===== src/rtl/pkg_tpu.sv =====
// Shared types for the issue scheduler: issue-number type, FSM state and op class
// encodings, plus the modular token-age helper used by the writeback arbiter.
package pkg_tpu;

  localparam int ISSUE_W = 8;

  typedef logic [ISSUE_W-1:0] issue_no_t;

  typedef enum logic [1:0] {
    ST_IDLE  = 2'd0,
    ST_RUN   = 2'd1,
    ST_DRAIN = 2'd2
  } sched_state_e;

  typedef enum logic {
    CLS_ADD = 1'b0,
    CLS_MLT = 1'b1
  } op_class_e;

  // Distance back from the current issue number; wraps naturally at 2^ISSUE_W.
  function automatic issue_no_t token_age(input issue_no_t cur_no, input issue_no_t tok_no);
    return cur_no - tok_no;
  endfunction

endpackage


===== src/rtl/wb_age_arbiter.sv =====
// Combinational writeback arbiter: grants at most one finished pipe head per cycle,
// oldest token first, Mlt on a tie.
module wb_age_arbiter
  import pkg_tpu::*;
(
  input  issue_no_t i_cur_no,
  input  logic      i_done_mlt,
  input  issue_no_t i_done_no_mlt,
  input  logic      i_done_add,
  input  issue_no_t i_done_no_add,
  output logic      o_grant_mlt,
  output logic      o_grant_add
);

  issue_no_t w_age_mlt;
  issue_no_t w_age_add;
  logic      w_mlt_older;

  always_comb begin
    w_age_mlt   = token_age(i_cur_no, i_done_no_mlt);
    w_age_add   = token_age(i_cur_no, i_done_no_add);
    w_mlt_older = (w_age_mlt >= w_age_add);
  end

  assign o_grant_mlt = i_done_mlt & (~i_done_add | w_mlt_older);
  assign o_grant_add = i_done_add & ~o_grant_mlt;

endmodule


===== src/rtl/pipe_issue_sched.sv =====
// Issue scheduler for a multiply pipe and an add pipe: credit-based issue,
// oldest-first writeback grant and a start/flush/drain control FSM.
module pipe_issue_sched
  import pkg_tpu::*;
#(
  parameter int DEPTH_MLT = 7,
  parameter int DEPTH_ADD = 5
) (
  input  logic      clock,
  input  logic      reset,
  input  logic      I_Start,
  input  logic      I_Flush,
  input  logic      I_Req,
  input  logic      I_Class,
  output logic      O_Ack,
  output logic      O_Issue_Mlt,
  output logic      O_Issue_Add,
  output issue_no_t O_Issue_No,
  input  logic      I_Done_Mlt,
  input  logic      I_Done_Add,
  input  issue_no_t I_Done_No_Mlt,
  input  issue_no_t I_Done_No_Add,
  output logic      O_Grant_Mlt,
  output logic      O_Grant_Add,
  output issue_no_t O_Cur_No,
  output logic      O_Stall,
  output logic      O_Busy
);

  localparam int CW_MLT = $clog2(DEPTH_MLT + 1);
  localparam int CW_ADD = $clog2(DEPTH_ADD + 1);
  localparam logic [CW_MLT-1:0] FULL_MLT = CW_MLT'(DEPTH_MLT);
  localparam logic [CW_ADD-1:0] FULL_ADD = CW_ADD'(DEPTH_ADD);
  localparam int OUT_LIMIT = 2 ** (ISSUE_W - 1);

  sched_state_e      r_state;
  sched_state_e      w_state_nxt;
  issue_no_t         r_cur_no;
  logic [CW_MLT-1:0] r_credit_mlt;
  logic [CW_MLT-1:0] w_credit_mlt_nxt;
  logic [CW_ADD-1:0] r_credit_add;
  logic [CW_ADD-1:0] w_credit_add_nxt;
  int                w_outstanding;
  logic              w_credit_ok;
  logic              w_ack;
  logic              w_issue_mlt;
  logic              w_issue_add;
  logic              w_arb_mlt;
  logic              w_arb_add;
  logic              w_grant_mlt;
  logic              w_grant_add;
  logic              w_done_left;

  wb_age_arbiter u_arb (
    .i_cur_no      (r_cur_no),
    .i_done_mlt    (I_Done_Mlt),
    .i_done_no_mlt (I_Done_No_Mlt),
    .i_done_add    (I_Done_Add),
    .i_done_no_add (I_Done_No_Add),
    .o_grant_mlt   (w_arb_mlt),
    .o_grant_add   (w_arb_add)
  );

  // State register: reset discards all in-flight accounting immediately.
  always_ff @(posedge clock) begin
    // NOTE: all sequential state uses non-blocking assignments so every register
    // samples the pre-edge values of the others.
    if (!reset) begin
      r_state      <= ST_IDLE;
      r_cur_no     <= '0;
      r_credit_mlt <= FULL_MLT;
      r_credit_add <= FULL_ADD;
    end else begin
      r_state      <= w_state_nxt;
      r_credit_mlt <= w_credit_mlt_nxt;
      r_credit_add <= w_credit_add_nxt;
      if (w_ack) r_cur_no <= r_cur_no + 1'b1;
    end
  end

  // Output logic; every output is held low while reset is asserted.
  always_comb begin
    // NOTE: each combinationally assigned signal gets its value on every path
    // (here unconditionally) so no latch is inferred.
    w_outstanding = (DEPTH_MLT - int'(r_credit_mlt)) + (DEPTH_ADD - int'(r_credit_add));
    w_credit_ok   = (op_class_e'(I_Class) == CLS_MLT) ? (r_credit_mlt != '0)
                                                      : (r_credit_add != '0);
    w_ack         = reset & I_Req & (r_state == ST_RUN) & w_credit_ok
                  & (w_outstanding < OUT_LIMIT);
    w_issue_mlt   = w_ack & (op_class_e'(I_Class) == CLS_MLT);
    w_issue_add   = w_ack & (op_class_e'(I_Class) == CLS_ADD);
    w_grant_mlt   = reset & w_arb_mlt;
    w_grant_add   = reset & w_arb_add;
    O_Stall       = reset & I_Req & ~w_ack;
    O_Busy        = reset & ((r_state != ST_IDLE) | (w_outstanding != 0));
  end

  // Credits: issue takes one, grant returns one; a grant into a full pipe is dropped.
  always_comb begin
    w_credit_mlt_nxt = r_credit_mlt;
    if (w_grant_mlt && !w_issue_mlt) begin
      if (r_credit_mlt != FULL_MLT) w_credit_mlt_nxt = r_credit_mlt + 1'b1;
    end else if (w_issue_mlt && !w_grant_mlt) begin
      w_credit_mlt_nxt = r_credit_mlt - 1'b1;
    end

    w_credit_add_nxt = r_credit_add;
    if (w_grant_add && !w_issue_add) begin
      if (r_credit_add != FULL_ADD) w_credit_add_nxt = r_credit_add + 1'b1;
    end else if (w_issue_add && !w_grant_add) begin
      w_credit_add_nxt = r_credit_add - 1'b1;
    end
  end

  // A completion granted this cycle counts as consumed when deciding to leave DRAIN.
  assign w_done_left = (I_Done_Mlt & ~w_grant_mlt) | (I_Done_Add & ~w_grant_add);

  always_comb begin
    w_state_nxt = r_state;
    unique case (r_state)
      ST_IDLE:  if (I_Start && !I_Flush) w_state_nxt = ST_RUN;
      ST_RUN:   if (I_Flush) w_state_nxt = ST_DRAIN;
      ST_DRAIN: if ((w_credit_mlt_nxt == FULL_MLT) && (w_credit_add_nxt == FULL_ADD)
                    && !w_done_left) w_state_nxt = ST_IDLE;
      default:  w_state_nxt = ST_IDLE;
    endcase
  end

  assign O_Ack       = w_ack;
  assign O_Issue_Mlt = w_issue_mlt;
  assign O_Issue_Add = w_issue_add;
  assign O_Issue_No  = r_cur_no;
  assign O_Grant_Mlt = w_grant_mlt;
  assign O_Grant_Add = w_grant_add;
  assign O_Cur_No    = r_cur_no;

endmodule


===== config.mk =====
export PLATFORM = sky130hd
export DESIGN_NAME = pipe_issue_sched
export DESIGN_NICKNAME = d
export VERILOG_FILES = /design/src/rtl/pkg_tpu.sv /design/src/rtl/wb_age_arbiter.sv /design/src/rtl/pipe_issue_sched.sv
export SDC_FILE = /design/constraint.sdc
export NUM_CORES = 1
export LEC_CHECK = 0
export CORE_UTILIZATION = 46
export CTS_BUF_LIST = sky130_fd_sc_hd__clkbuf_16
export CTS_CLUSTER_SIZE = 40
export DETAILED_ROUTE_END_ITERATION = 10
export GPL_TIMING_DRIVEN = 0
export PLACE_DENSITY = 0.79
export SKIP_CTS_REPAIR_TIMING = 1
export SLEW_MARGIN = 20
export SYNTH_ARGS = -nofsm -noshare
export SYNTH_HDL_FRONTEND = slang
export SYNTH_SLANG_ARGS = --single-unit

===== constraint.sdc =====
create_clock -name clock -period 6 [get_ports clock]
set_input_delay 1.2 -clock clock [delete_from_list [all_inputs] [get_ports clock]]
set_output_delay 1.2 -clock clock [all_outputs]
set_load 0.01 [all_outputs]

# ---- After elaboration in Yosys (flattened, before gate mapping)
# Index checks and enable logic that the tools add are counted.
dict set report word_totals {
  register_bits 16
  inputBits 24
  out_inout_bits 23
  elab_cells 78
}
dict set report op_classes {
  n_addsub 10
  magnitude_cmp 2
  eq_ne 9
  n_mux 11
  bitwise 23
  n_reduce_logical 19
}
# cell n
set ops {}
lappend ops {{nonzero test 32 bit} 1}
lappend ops {{two-way mux 3 bit} 6}
lappend ops {{subtractor 8 bit} 2}
lappend ops {{AND 1 bit} 14}
lappend ops {{< comparator 5 x 9 -> 1 bit (second input constant)} 1}
lappend ops {{adder 8 x 1 -> 8 bit (second input constant)} 1}
lappend ops {{greater-or-equal comparator 8 bit} 1}
lappend ops {{subtractor 3 x 3 -> 4 bit (first input constant)} 2}
lappend ops {{logical AND 1 bit} 7}
lappend ops {{adder 3 x 1 -> 3 bit (second input constant)} 2}
lappend ops {{equality test 3 bit (second input constant)} 2}
lappend ops {{zero test 1 bit} 6}
lappend ops {{two-way mux 2 bit} 3}
lappend ops {{!= test 2 bit (second input constant)} 3}
lappend ops {{!= test 3 bit (second input constant)} 2}
lappend ops {{inverter 1 bit} 6}
lappend ops {{one-hot mux 2 bit (3 select lines)} 1}
lappend ops {{nonzero test 3 bit} 2}
lappend ops {{subtractor 3 x 1 -> 3 bit (second input constant)} 2}
lappend ops {{adder 4 x 4 -> 5 bit} 1}
lappend ops {{OR 1 bit} 3}
lappend ops {{AND reduction 3 bit} 1}
lappend ops {{equality test 2 x 1 -> 1 bit (second input constant)} 1}
lappend ops {{equality test 2 bit (second input constant)} 1}
lappend ops {{3 further kinds} 3}

# ---- Longest topological paths before layout
# Gate-level depths: netlist of the first run.
dict set report depth {
  ltp_word 16
  ltp_mapped 19
  ltp_nobuf 19
}

# ---- Hierarchy
# Synthesis of the first run repeated with hierarchy kept, for this count alone.
dict set report unflattened {
  hier_cells 260
  area_unflattened_um2 2092.0
}
# module instances cells_per_inst area_each_um2 seq_area_each_um2
set by_module_without_submodules {}
lappend by_module_without_submodules {pipe_issue_sched 1 155 1293.7 320.3}
lappend by_module_without_submodules {wb_age_arbiter 1 105 798.3 0.0}

# ---- Worst setup path before layout of the first run
# No wires, ideal clock.
dict set report synth_timing {
  kind {in2out}
  startpoint {in I_Done_No_Add[1]}
  endpoint {out O_Grant_Add}
  t_arrival_ns 3.603
  t_required_ns 4.800
  path_slack_ns 1.197
  path_stages 15
  path_buffers 0
  path_cell_list {inv_1 -> ha_1 -> nor2b_1 -> o21ai_0 -> a21boi_1 -> o21ai_0 -> nand2b_1 -> a21o_1 -> a21oi_1 -> xnor2_1 -> ha_1 -> o21ai_1 -> nor2_1 -> o32a_1 -> nand2_1}
}
dict set report synth_via {
  elab_chain_cells 7
}
# element line_no
set synth_rtl {}
lappend synth_rtl {{from (decl)} pipe_issue_sched.sv:22} ;# input issue_no_t I_Done_No_Add,
lappend synth_rtl {{subtractor 8 bit} pkg_tpu.sv:22} ;# return cur_no - tok_no;
lappend synth_rtl {{greater-or-equal comparator 8 bit} wb_age_arbiter.sv:22} ;# w_mlt_older = (w_age_mlt >= w_age_add);
lappend synth_rtl {{OR 1 bit} wb_age_arbiter.sv:25} ;# assign o_grant_mlt = i_done_mlt & (~i_done_add | w_mlt_older);
lappend synth_rtl {{AND 1 bit} wb_age_arbiter.sv:25}
lappend synth_rtl {{inverter 1 bit} wb_age_arbiter.sv:26} ;# assign o_grant_add = i_done_add & ~o_grant_mlt;
lappend synth_rtl {{AND 1 bit} wb_age_arbiter.sv:26}
lappend synth_rtl {{AND 1 bit} pipe_issue_sched.sv:93} ;# w_grant_add = reset & w_arb_add;
lappend synth_rtl {{to (decl)} pipe_issue_sched.sv:24} ;# output logic O_Grant_Add,
# No other way between the ends.

# ---- Worst setup path in the final report of the first run
dict set report layout_timing {
  startpoint {in I_Done_No_Mlt[1]}
  endpoint {out O_Grant_Add}
}
dict set report layout_via {
  elab_chain_cells 7
}
# element line_no
set layout_rtl {}
lappend layout_rtl {{from (decl)} pipe_issue_sched.sv:21} ;# input issue_no_t I_Done_No_Mlt,
lappend layout_rtl {{subtractor 8 bit} pkg_tpu.sv:22}
lappend layout_rtl {{greater-or-equal comparator 8 bit} wb_age_arbiter.sv:22}
lappend layout_rtl {{OR 1 bit} wb_age_arbiter.sv:25}
lappend layout_rtl {{AND 1 bit} wb_age_arbiter.sv:25}
lappend layout_rtl {{inverter 1 bit} wb_age_arbiter.sv:26}
lappend layout_rtl {{AND 1 bit} wb_age_arbiter.sv:26}
lappend layout_rtl {{AND 1 bit} pipe_issue_sched.sv:93}
# No other way between the ends.

==> reports/metrics.csv, run 1 <==
metric,value,unit
outcome,completed,
total_leakage_power,1.270,nW
diodes,0,
path_depth,17,
yosys_warnings,0,
slew-limit-headroom,58.51,%
cts_sinks,16,
routedWlPerCell,12.36,um
initial_core_util,48.87,%
drt_iter0_drc,78,
synthesis.nets,312,
holdPathEnd,r_state[0],
first_pass_iters,4,
fin_nets,365,
fp.dieW,67.89,um
crit_type,in2out,
grt.total_usage,19.78,%
worstReg2RegStart,O_Cur_No[0],
place_area,2520,sq um
core_area,4086,sq um
worst_pin_slew,0.6212,ns
num_rows,23,
final_cell_mix,"44 x clkdlybuf4s50_1, 34 x ha_1, 33 x inv_1, 20 x nand2_1",
routed_wl,4363,um
cp_common_cell,ha_1,
r2r_slack,2.09,ns
critPathMaxFanout,5,
yosysSeqAreaShare,16.04,%
cp.arrival,4.41,ns
syn_avg_cell_area,7.956,sq um
clock-root-buffer,clkbuf_16,
path_cells,"clkdlybuf4s50_1, inv_1, ha_1, nor2b_1, o21ai_2, a21boi_1, o21ai_0, nand2b_1, a21o_1, a21oi_2, xnor2_1, ha_1, o21ai_1, nor2_1, o32a_1, nand2_2, dlymetal6s2s_1",
mostFrequentLayoutCell,clkdlybuf4s50_1,
route.detailed.drc,0,
min_from,r_state[1],
period_needed,5.611,ns
gp_congestion,0.8760,
cpMaxStageDelayCell,clkdlybuf4s50_1,
syn_to_final_growth,32.14,%
setup-tns-final,0,ns
numCtsBuffers,3,
power_density,155.4,nW/um^2
setup_viol,0,
final-hold-violation-count,0,
vias,1844,
cp-start-kind,primary input,
hold_depth,1,
synthArstFlopShare,0,%
worstPathBufferInverterCount,3,
synth_area,1997,sq um
finalCritPeriodShare,93.51,%
synthCells,251,
postRouteAntennaNets,0,
holdCritPathClass,reg2reg,
clk_pin_slew,0.05,ns
die_h,67.89,um
numPortBuffers,46,
grt_max_degree,11,
timing.rr.end,r_state[1],
insertion_delay,0.25,ns
critPathMaxStageDelay,0.52,ns
avgViaCountPerCell,5.224,
grt-ovfl-total,0,
cts_max_path_buffers,2,
hpwl,3522,um
grt_pass1_vias,1621,
critPathTopFamily,compound AO/OA/AOI/OAI gates,
drv_cap,0,
cp.required,4.80,ns
die-area,4608,sq um
layout-drive-gt1-share,8.911,%
timing.fmax,178.2,MHz
synth_seq_cells,16,
grt_pass1_wl,7072,um
synth_flop_cell,dfxtp_1,
r2r.worst_path.cells,18,
postLayoutCellArea,2639,sq um
drv_slew,0,
yosysUniqueCellTypes,50,
cts_tree,yes,
ios,47,
skew,0.001482,ns
rsz0062_at_grt,no,
synth_edf_count,0,
antenna_found_initial,0,
endpoint_kind,output port,
peakVddDrop,0.0001354,V
h-tree-depth,1,
==> logic make-up after synthesis <==
logic type      share of synthesized area [%]
compound gates                          18.55
xor+xnor                                10.09
fa+ha+maj                               24.31
buf+inv                                 10.71
flops                                   16.04
mux                                     1.003
simple gates                            19.30
==> worst register-to-register path, cell delays in order (launching register included) <==
cell	delay [ns]
dfxtp_1	0.43
inv_1	0.09
ha_1	0.22
fa_1	0.42
o21ai_0	0.20
a21oi_1	0.13
o21bai_1	0.14
a21oi_1	0.10
xnor2_1	0.13
ha_1	0.30
o21ai_1	0.17
nor2_1	0.10
o32a_1	0.43
nand2_2	0.13
buf_4	0.13
mux2i_1	0.21
xnor2_1	0.12
nor4_2	0.26
o21ai_1	0.09
==> worst max path at each step <==
stage,start,end,slack [ns]
2_1_floorplan,I_Done_No_Add[1],O_Grant_Add,1.20
3_3_place_gp,I_Done_No_Mlt[1],O_Grant_Add,-0.14
3_5_place_dp,I_Done_No_Mlt[1],O_Grant_Add,-0.23
4_1_cts,I_Done_No_Mlt[1],O_Grant_Add,-0.25
5_1_grt,I_Done_No_Mlt[1],O_Grant_Add,0.16
6_report,I_Done_No_Mlt[1],O_Grant_Add,0.39
==> cell type report <==
class / instances / area, sq um
Multi-Input combinational cell: 187 / 1483
Timing Repair Buffer: 48 / 480.5
Clock inverter: 1 / 3.754
Fill cell: 375 / 1448
Inverter: 35 / 131.4
Sequential cell: 16 / 320.3
Buffer: 13 / 82.58
Tap cell: 50 / 62.56
Clock buffer: 3 / 75.07
==> state kept, by name, indices dropped and copies added (netlist names) <==
register,flops
O_Cur_No,8
r_credit_add,3
r_credit_mlt,3
r_state,2
==> power by group <==
group / internal [mW] / switching (mW)
Clock: 0.0885 / 0.0421
Sequential: 0.112 / 0.00732
Combinational: 0.0790 / 0.0813
==> through the flow <==
step           util, %  cells  power (mW)  worst slack, ns  hold slack [ns]
2_1_floorplan        -    251      0.2265            1.197           0.4483
3_3_place_gp     61.67    347      0.2735          -0.1368           0.4994
3_5_place_dp     61.67    347      0.2761          -0.2286           0.5056
4_1_cts          63.59    351      0.4077          -0.2465           0.5127
5_1_grt          64.57    353      0.4379           0.1597           0.5475
6_report         64.57    353      0.4100           0.3894           0.5183
==> routing by layer <==
| metal | vias up | global-route usage (%) | share of wire [%] |
|---|---|---|---|
| li1 | 969 | - | - |
| met1 | 841 | 26.69 | 49 |
| met2 | 34 | 33.79 | 47 |
| met3 | 0 | 3.333 | 3.6 |
| met4 | 0 | 2.344 | 0 |
| met5 | - | 0 | 0 |
==> synthesized netlist by cell type, types with 3 or more instances <==
library cell | number | share of area (%)
ha_1 | 34 | 21
inv_1 | 33 | 6.2
nand2_1 | 21 | 3.9
dfxtp_1 | 16 | 16
nor2_1 | 16 | 3.0
a21oi_1 | 15 | 3.8
xnor2_1 | 15 | 6.6
buf_4 | 8 | 3.0
xor2_1 | 8 | 3.5
o21ai_0 | 6 | 1.5
nor2b_1 | 5 | 1.6
nand3_1 | 4 | 1.0
nand4_1 | 4 | 1.3
o21bai_1 | 4 | 1.5
a21o_1 | 3 | 1.1
a31oi_1 | 3 | 0.94
buf_2 | 3 | 0.75
fa_1 | 3 | 3.0
nand2b_1 | 3 | 0.94
o31ai_1 | 3 | 1.1
Power figures use the tool's default switching activity.
==> run 2: changes to the inputs <==
--- a/config.mk
+++ b/config.mk
@@ -10,7 +10,7 @@
 export CTS_CLUSTER_SIZE = 40
 export DETAILED_ROUTE_END_ITERATION = 10
 export GPL_TIMING_DRIVEN = 0
-export PLACE_DENSITY = 0.79
+export PLACE_DENSITY = 0.72
 export SKIP_CTS_REPAIR_TIMING = 1
 export SLEW_MARGIN = 20
 export SYNTH_ARGS = -nofsm -noshare
==> constraint.sdc (replaced) <==
create_clock -name clock -period 6.2 [get_ports clock]
set_input_delay 1.24 -clock clock [delete_from_list [all_inputs] [get_ports clock]]
set_output_delay 1.24 -clock clock [all_outputs]
set_load 0.01 [all_outputs]
==> run 2 against run 1 <==
Global-route usage grew 1.4 points; final cell count fell by 0.28%; clock skew grew 0.0014 ns.
==> reports/metrics.csv, run 2 (same netlist as run 1, synthesis figures left out) <==
metric,value,unit
outcome,completed,
period_needed,5.707,ns
endpoint_kind,output port,
insertion_delay,0.25,ns
num_rows,23,
numPortBuffers,46,
gp_congestion,0.9370,
critPathMaxStageDelay,0.51,ns
drv_slew,0,
dr.max_layer_used,met4,
multiInputGateArea,1479,sq um
cp_common_cell,o21ai_1,
die_h,67.89,um
r2r.worst_path.cells,18,
clock-root-buffer,clkbuf_16,
hold_depth,1,
seqCellArea,320.3,sq um
vias,1840,
grt_max_degree,11,
antenna_found_initial,0,
h-tree-depth,1,
clk_pin_slew,0.05,ns
holdCritPathClass,reg2reg,
instances_no_fill,352,
routedWlPerCell,12.88,um
timing.fmax,175.2,MHz
fin_nets,364,
cts_max_path_buffers,2,
avgViaCountPerCell,5.227,
final_cell_mix,"44 x clkdlybuf4s50_1, 34 x ha_1, 33 x inv_1, 20 x nand2_1",
hpwl,3559,um
slew-limit-headroom,53.31,%
placed_cells,347,
drt_iter0_drc,92,
wl_met2,2048,um
setup_viol,0,
routed_wl,4535,um
grt-ovfl-total,0,
worst_pin_slew,0.6990,ns
cts_tree,yes,
finish.utilization,64.30,%
total_leakage_power,1.264,nW
largest_reg_flops,8,
cpMaxStageDelayCell,clkdlybuf4s50_1,
core_area,4086,sq um
cp.arrival,4.47,ns
finalCritPeriodShare,92.05,%
drv_cap,0,
cp.required,4.96,ns
cts_sinks,16,
grt.total_usage,21.23,%
cp-start-kind,primary input,
diodes,0,
die-area,4608,sq um
final-hold-violation-count,0,
crit_type,in2out,
mostFrequentLayoutCell,clkdlybuf4s50_1,
wl_met1,2269,um
ios,47,
initial_core_util,48.87,%
numCtsBuffers,3,
fill_cells,371,
grt_pass1_vias,1671,
fp.dieW,67.89,um
syn_to_final_growth,31.58,%
path_cells,"clkdlybuf4s50_1, inv_1, ha_1, nor2b_1, o21ai_1, a21boi_1, o21ai_1, nand2b_1, a21o_1, a21oi_1, xnor2_1, ha_1, o21ai_1, nor2_1, o32a_1, nand2_2, dlymetal6s2s_1",
dr_wl_met3,168,um
grt_pass1_wl,7417,um
skew,0.002922,ns
critPathMaxFanout,5,
power_density,151.0,nW/um^2
route.detailed.drc,0,
postRouteAntennaNets,0,
layout-drive-gt1-share,8.278,%
first_pass_iters,4,
rsz0062_at_grt,no,
peakVddDrop,0.0001690,V
-- run 2: changes by cell type in the layout (fill, tap and decap cells not counted), sizes merged --
cell  delta
buf      -1
-- run 2: worst paths after layout --
check	from	endpoint	slack, ns
max	I_Done_No_Mlt[1]	O_Grant_Add	0.49
min	r_state[1]	r_state[0]	0.53
max reg2reg	O_Cur_No[1]	r_state[1]	2.34
min reg2reg	r_state[1]	r_state[0]	0.53
-- run 2: per-layer routing --
metal  track usage, %  up-vias
li1                 -      963
met1            29.94      834
met2            33.66       37
met3            3.500        6
met4            4.688        0
met5                0        -
-- run 2: worst max-delay path: cells and delay by family --
family / cells / cell delay [ns]
xor+xnor: 1 / 0.09
compound gates: 7 / 1.20
simple gates: 4 / 0.61
fa+ha+maj: 2 / 0.56
buf+inv: 3 / 0.77
-- run 2: area by class of cell --
class,instances,share of cell area [%]
flip-flops and latches,16,12.19
plain buffers,13,3.143
well taps,50,2.381
clock inverters,1,0.1429
clock buffers,3,2.857
multi-input cells,187,56.29
inverters,35,5.000
repair buffers,47,18.00
-- run 2: through the flow --
step | area (sq um) | worst slack (ns) | power (mW) | TNS (ns) | hold WS [ns]
detailed placement | 2520 | -0.07231 | 0.2668 | -0.1079 | 0.5158
CTS | 2599 | -0.08815 | 0.3952 | -0.1292 | 0.5228
global route | 2628 | 0.2099 | 0.4220 | 0 | 0.5819
floorplan | 1997 | 1.317 | 0.2192 | 0 | 0.4483
global placement | 2520 | -0.03283 | 0.2645 | -0.03283 | 0.5179
finish | 2628 | 0.4927 | 0.3967 | 0 | 0.5272
-- run 2: where the power goes --
part	internal, mW	switching, mW
logic	0.0746	0.0802
registers	0.108	0.00776
clock network	0.0856	0.0404
==> run 3: changes to the inputs <==
--- a/config.mk
+++ b/config.mk
@@ -5,12 +5,13 @@
 export SDC_FILE = /design/constraint.sdc
 export NUM_CORES = 1
 export LEC_CHECK = 0
+export ABC_AREA = 1
 export CORE_UTILIZATION = 46
 export CTS_BUF_LIST = sky130_fd_sc_hd__clkbuf_16
 export CTS_CLUSTER_SIZE = 40
 export DETAILED_ROUTE_END_ITERATION = 10
 export GPL_TIMING_DRIVEN = 0
-export PLACE_DENSITY = 0.72
+export PLACE_DENSITY = 0.71
 export SKIP_CTS_REPAIR_TIMING = 1
 export SLEW_MARGIN = 20
 export SYNTH_ARGS = -nofsm -noshare
==> constraint.sdc (replaced) <==
create_clock -name clock -period 6.2 [get_ports clock]
set_input_delay 0.62 -clock clock [delete_from_list [all_inputs] [get_ports clock]]
set_output_delay 0.62 -clock clock [all_outputs]
set_load 0.01 [all_outputs]
==> run 3 against run 2 <==
Count of clock-buffer cells in the layout unchanged; synthesized area increased by 1.6%; critical path depth increased by 2; power decreased by 18%; sequential share of layout area increased by 0.052 points; final area decreased by 0.43%; combinational power decreased by 39%; synthesized cell count increased by 16%; wire length decreased by 2.2%; highest routed layer unchanged.
==> reports/metrics.csv, run 3 <==
metric,value,unit
outcome,completed,
avgViaCountPerCell,4.871,
routedWlPerCell,11.40,um
seqCellArea,320.3,sq um
h-tree-depth,1,
finalCritPeriodShare,75.70,%
fin_total_pwr,0.3251,mW
gp_congestion,0.8800,
vias,1895,
grt.total_usage,21.04,%
syn_avg_cell_area,6.970,sq um
cp-start-kind,primary input,
synthArstFlopShare,0,%
timing.fmax,213.1,MHz
hpwl,3578,um
cp.required,5.58,ns
synth_area,2028,sq um
ios,47,
fin_nets,402,
grt_max_degree,11,
synth_flop_cell,dfxtp_1,
largest_reg_flops,8,
period_needed,4.693,ns
cts_max_path_buffers,2,
yosysMostFrequentCell,inv_1,
syn_to_final_growth,28.99,%
die-area,4679,sq um
rsz0062_at_grt,no,
insertion_delay,0.25,ns
holdCritPathClass,reg2reg,
first_pass_iters,4,
crit_type,in2out,
power_density,124.3,nW/um^2
yosysSeqAreaShare,15.79,%
fp.dieW,68.40,um
layout-drive-gt1-share,7.375,%
worst_pin_slew,0.5144,ns
final_cell_mix,"54 x inv_1, 52 x nand2_1, 45 x clkdlybuf4s50_1, 34 x ha_1, 21 x nor2_1",
numCtsBuffers,3,
synthesis.nets,352,
cts_sinks,16,
slew-limit-headroom,65.71,%
critPathMaxFanout,3,
cts_tree,yes,
multiInputGateArea,1406,sq um
synth_area_leader_cell,ha_1,
skew,0.004428,ns
yosys_warnings,0,
postRouteAntennaNets,0,
cp_common_cell,nand2_1,
yosysUniqueCellTypes,37,
drt_iter0_drc,69,
die_h,68.40,um
total_leakage_power,1.419,nW
peakVddDrop,0.0001223,V
drv_slew,0,
synth_seq_cells,16,
path_cells,"clkdlybuf4s50_1, inv_1, ha_1, nand2_1, o21ai_0, a21oi_1, o21ai_0, a21o_1, a21oi_1, xor2_1, ha_1, nand2_1, nor2_1, nor2_1, nand2_1, nand2_1, nand2_1, inv_1, clkdlybuf4s50_1",
fill_cells,398,
endpoint_kind,output port,
synth_edf_count,0,
antenna_found_initial,0,
setup_viol,0,
cpMaxStageDelayCell,clkdlybuf4s50_1,
grt_pass1_wl,7514,um
routed_wl,4435,um
setup-tns-final,0,ns
final-hold-violation-count,0,
diodes,0,
route.detailed.drc,0,
drv_cap,0,
critPathMaxStageDelay,0.53,ns
mostFrequentLayoutCell,inv_1,
numPortBuffers,45,
clk_pin_slew,0.05,ns
synthCells,291,
synth_area_leaders,"ha_1 21%, dfxtp_1 16%, inv_1 10%",
yosys.area.top_type_share,20.97,%
core_area,4115,sq um
initial_core_util,49.29,%
clock-root-buffer,clkbuf_16,
num_rows,23,
cp.arrival,4.07,ns
grt-ovfl-total,0,
grt_pass1_vias,1778,
netlist_top_cells_count,"54 x inv_1, 52 x nand2_1, 34 x ha_1",
run 3: changes by cell type after synthesis, moves of 7 or more:
cell     delta
nand3_1    +15
inv_1      +21
xnor2_1     -8
o21ai_0     +7
nand2_1    +31
run 3: report_power, final:
group | total, mW | switching [mW] | internal, mW
registers | 0.107 | 0.00178 | 0.105
clock network | 0.125 | 0.0400 | 0.0847
logic | 0.0940 | 0.0489 | 0.0451
run 3: critical path, delay by kind of cell:
family          cells  cell delay [ns]
buf+inv             4             1.20
compound gates      5             0.93
simple gates        7             0.61
fa+ha+maj           2             0.56
xor+xnor            1             0.15
run 3: cells by family after synthesis:
logic type	synth area share [%]
adder cells (fa/ha/maj)	24.43
flip-flops	15.79
AO/OA/AOI/OAI	10.43
buffers and inverters	14.87
XOR/XNOR	7.773
AND/OR/NAND/NOR	26.71
run 3: path summary, 6_finish.rpt:
check	slack [ns]	depth (start not counted)	end	from
worst min-delay path	0.52	2	r_credit_mlt[0]	r_credit_mlt[0]
worst max-delay path	1.51	19	O_Grant_Add	I_Done_No_Mlt[1]
worst max register to register	2.56	24	r_state[1]	O_Cur_No[2]
worst min register to register	0.52	2	r_credit_mlt[0]	r_credit_mlt[0]
run 3: per-stage QoR:
| stage | util [%] | std cells | area (sq um) | hold slack, ns | setup slack, ns |
|---|---|---|---|---|---|
| finish | 63.58 | 389 | 2616 | 0.5214 | 1.507 |
| global route | 63.58 | 389 | 2616 | 0.5509 | 1.165 |
| CTS | 63.58 | 389 | 2616 | 0.5263 | 1.491 |
| detailed placement | 61.75 | 386 | 2541 | 0.5152 | 1.506 |
| global placement | 61.75 | 386 | 2541 | 0.4993 | 1.559 |
| floorplan | - | 291 | 2028 | 0.4747 | 2.789 |
run 3: routing by layer:
metal,GRT usage (%),vias up,share of wire (%)
li1,-,1024,-
met1,27.96,819,50
met2,35.42,48,45
met3,4.167,4,4.6
met4,3.125,0,0.81
met5,0,-,0
run 3: layout make-up:
type                       instances  share of cell area [%]
buffer                            10                   2.869
clock buffer                       3                   2.869
inverter                          59                   8.656
multi-input combinational        206                   53.75
sequential                        16                   12.24
tap                               50                   2.391
timing repair buffer              45                   17.22
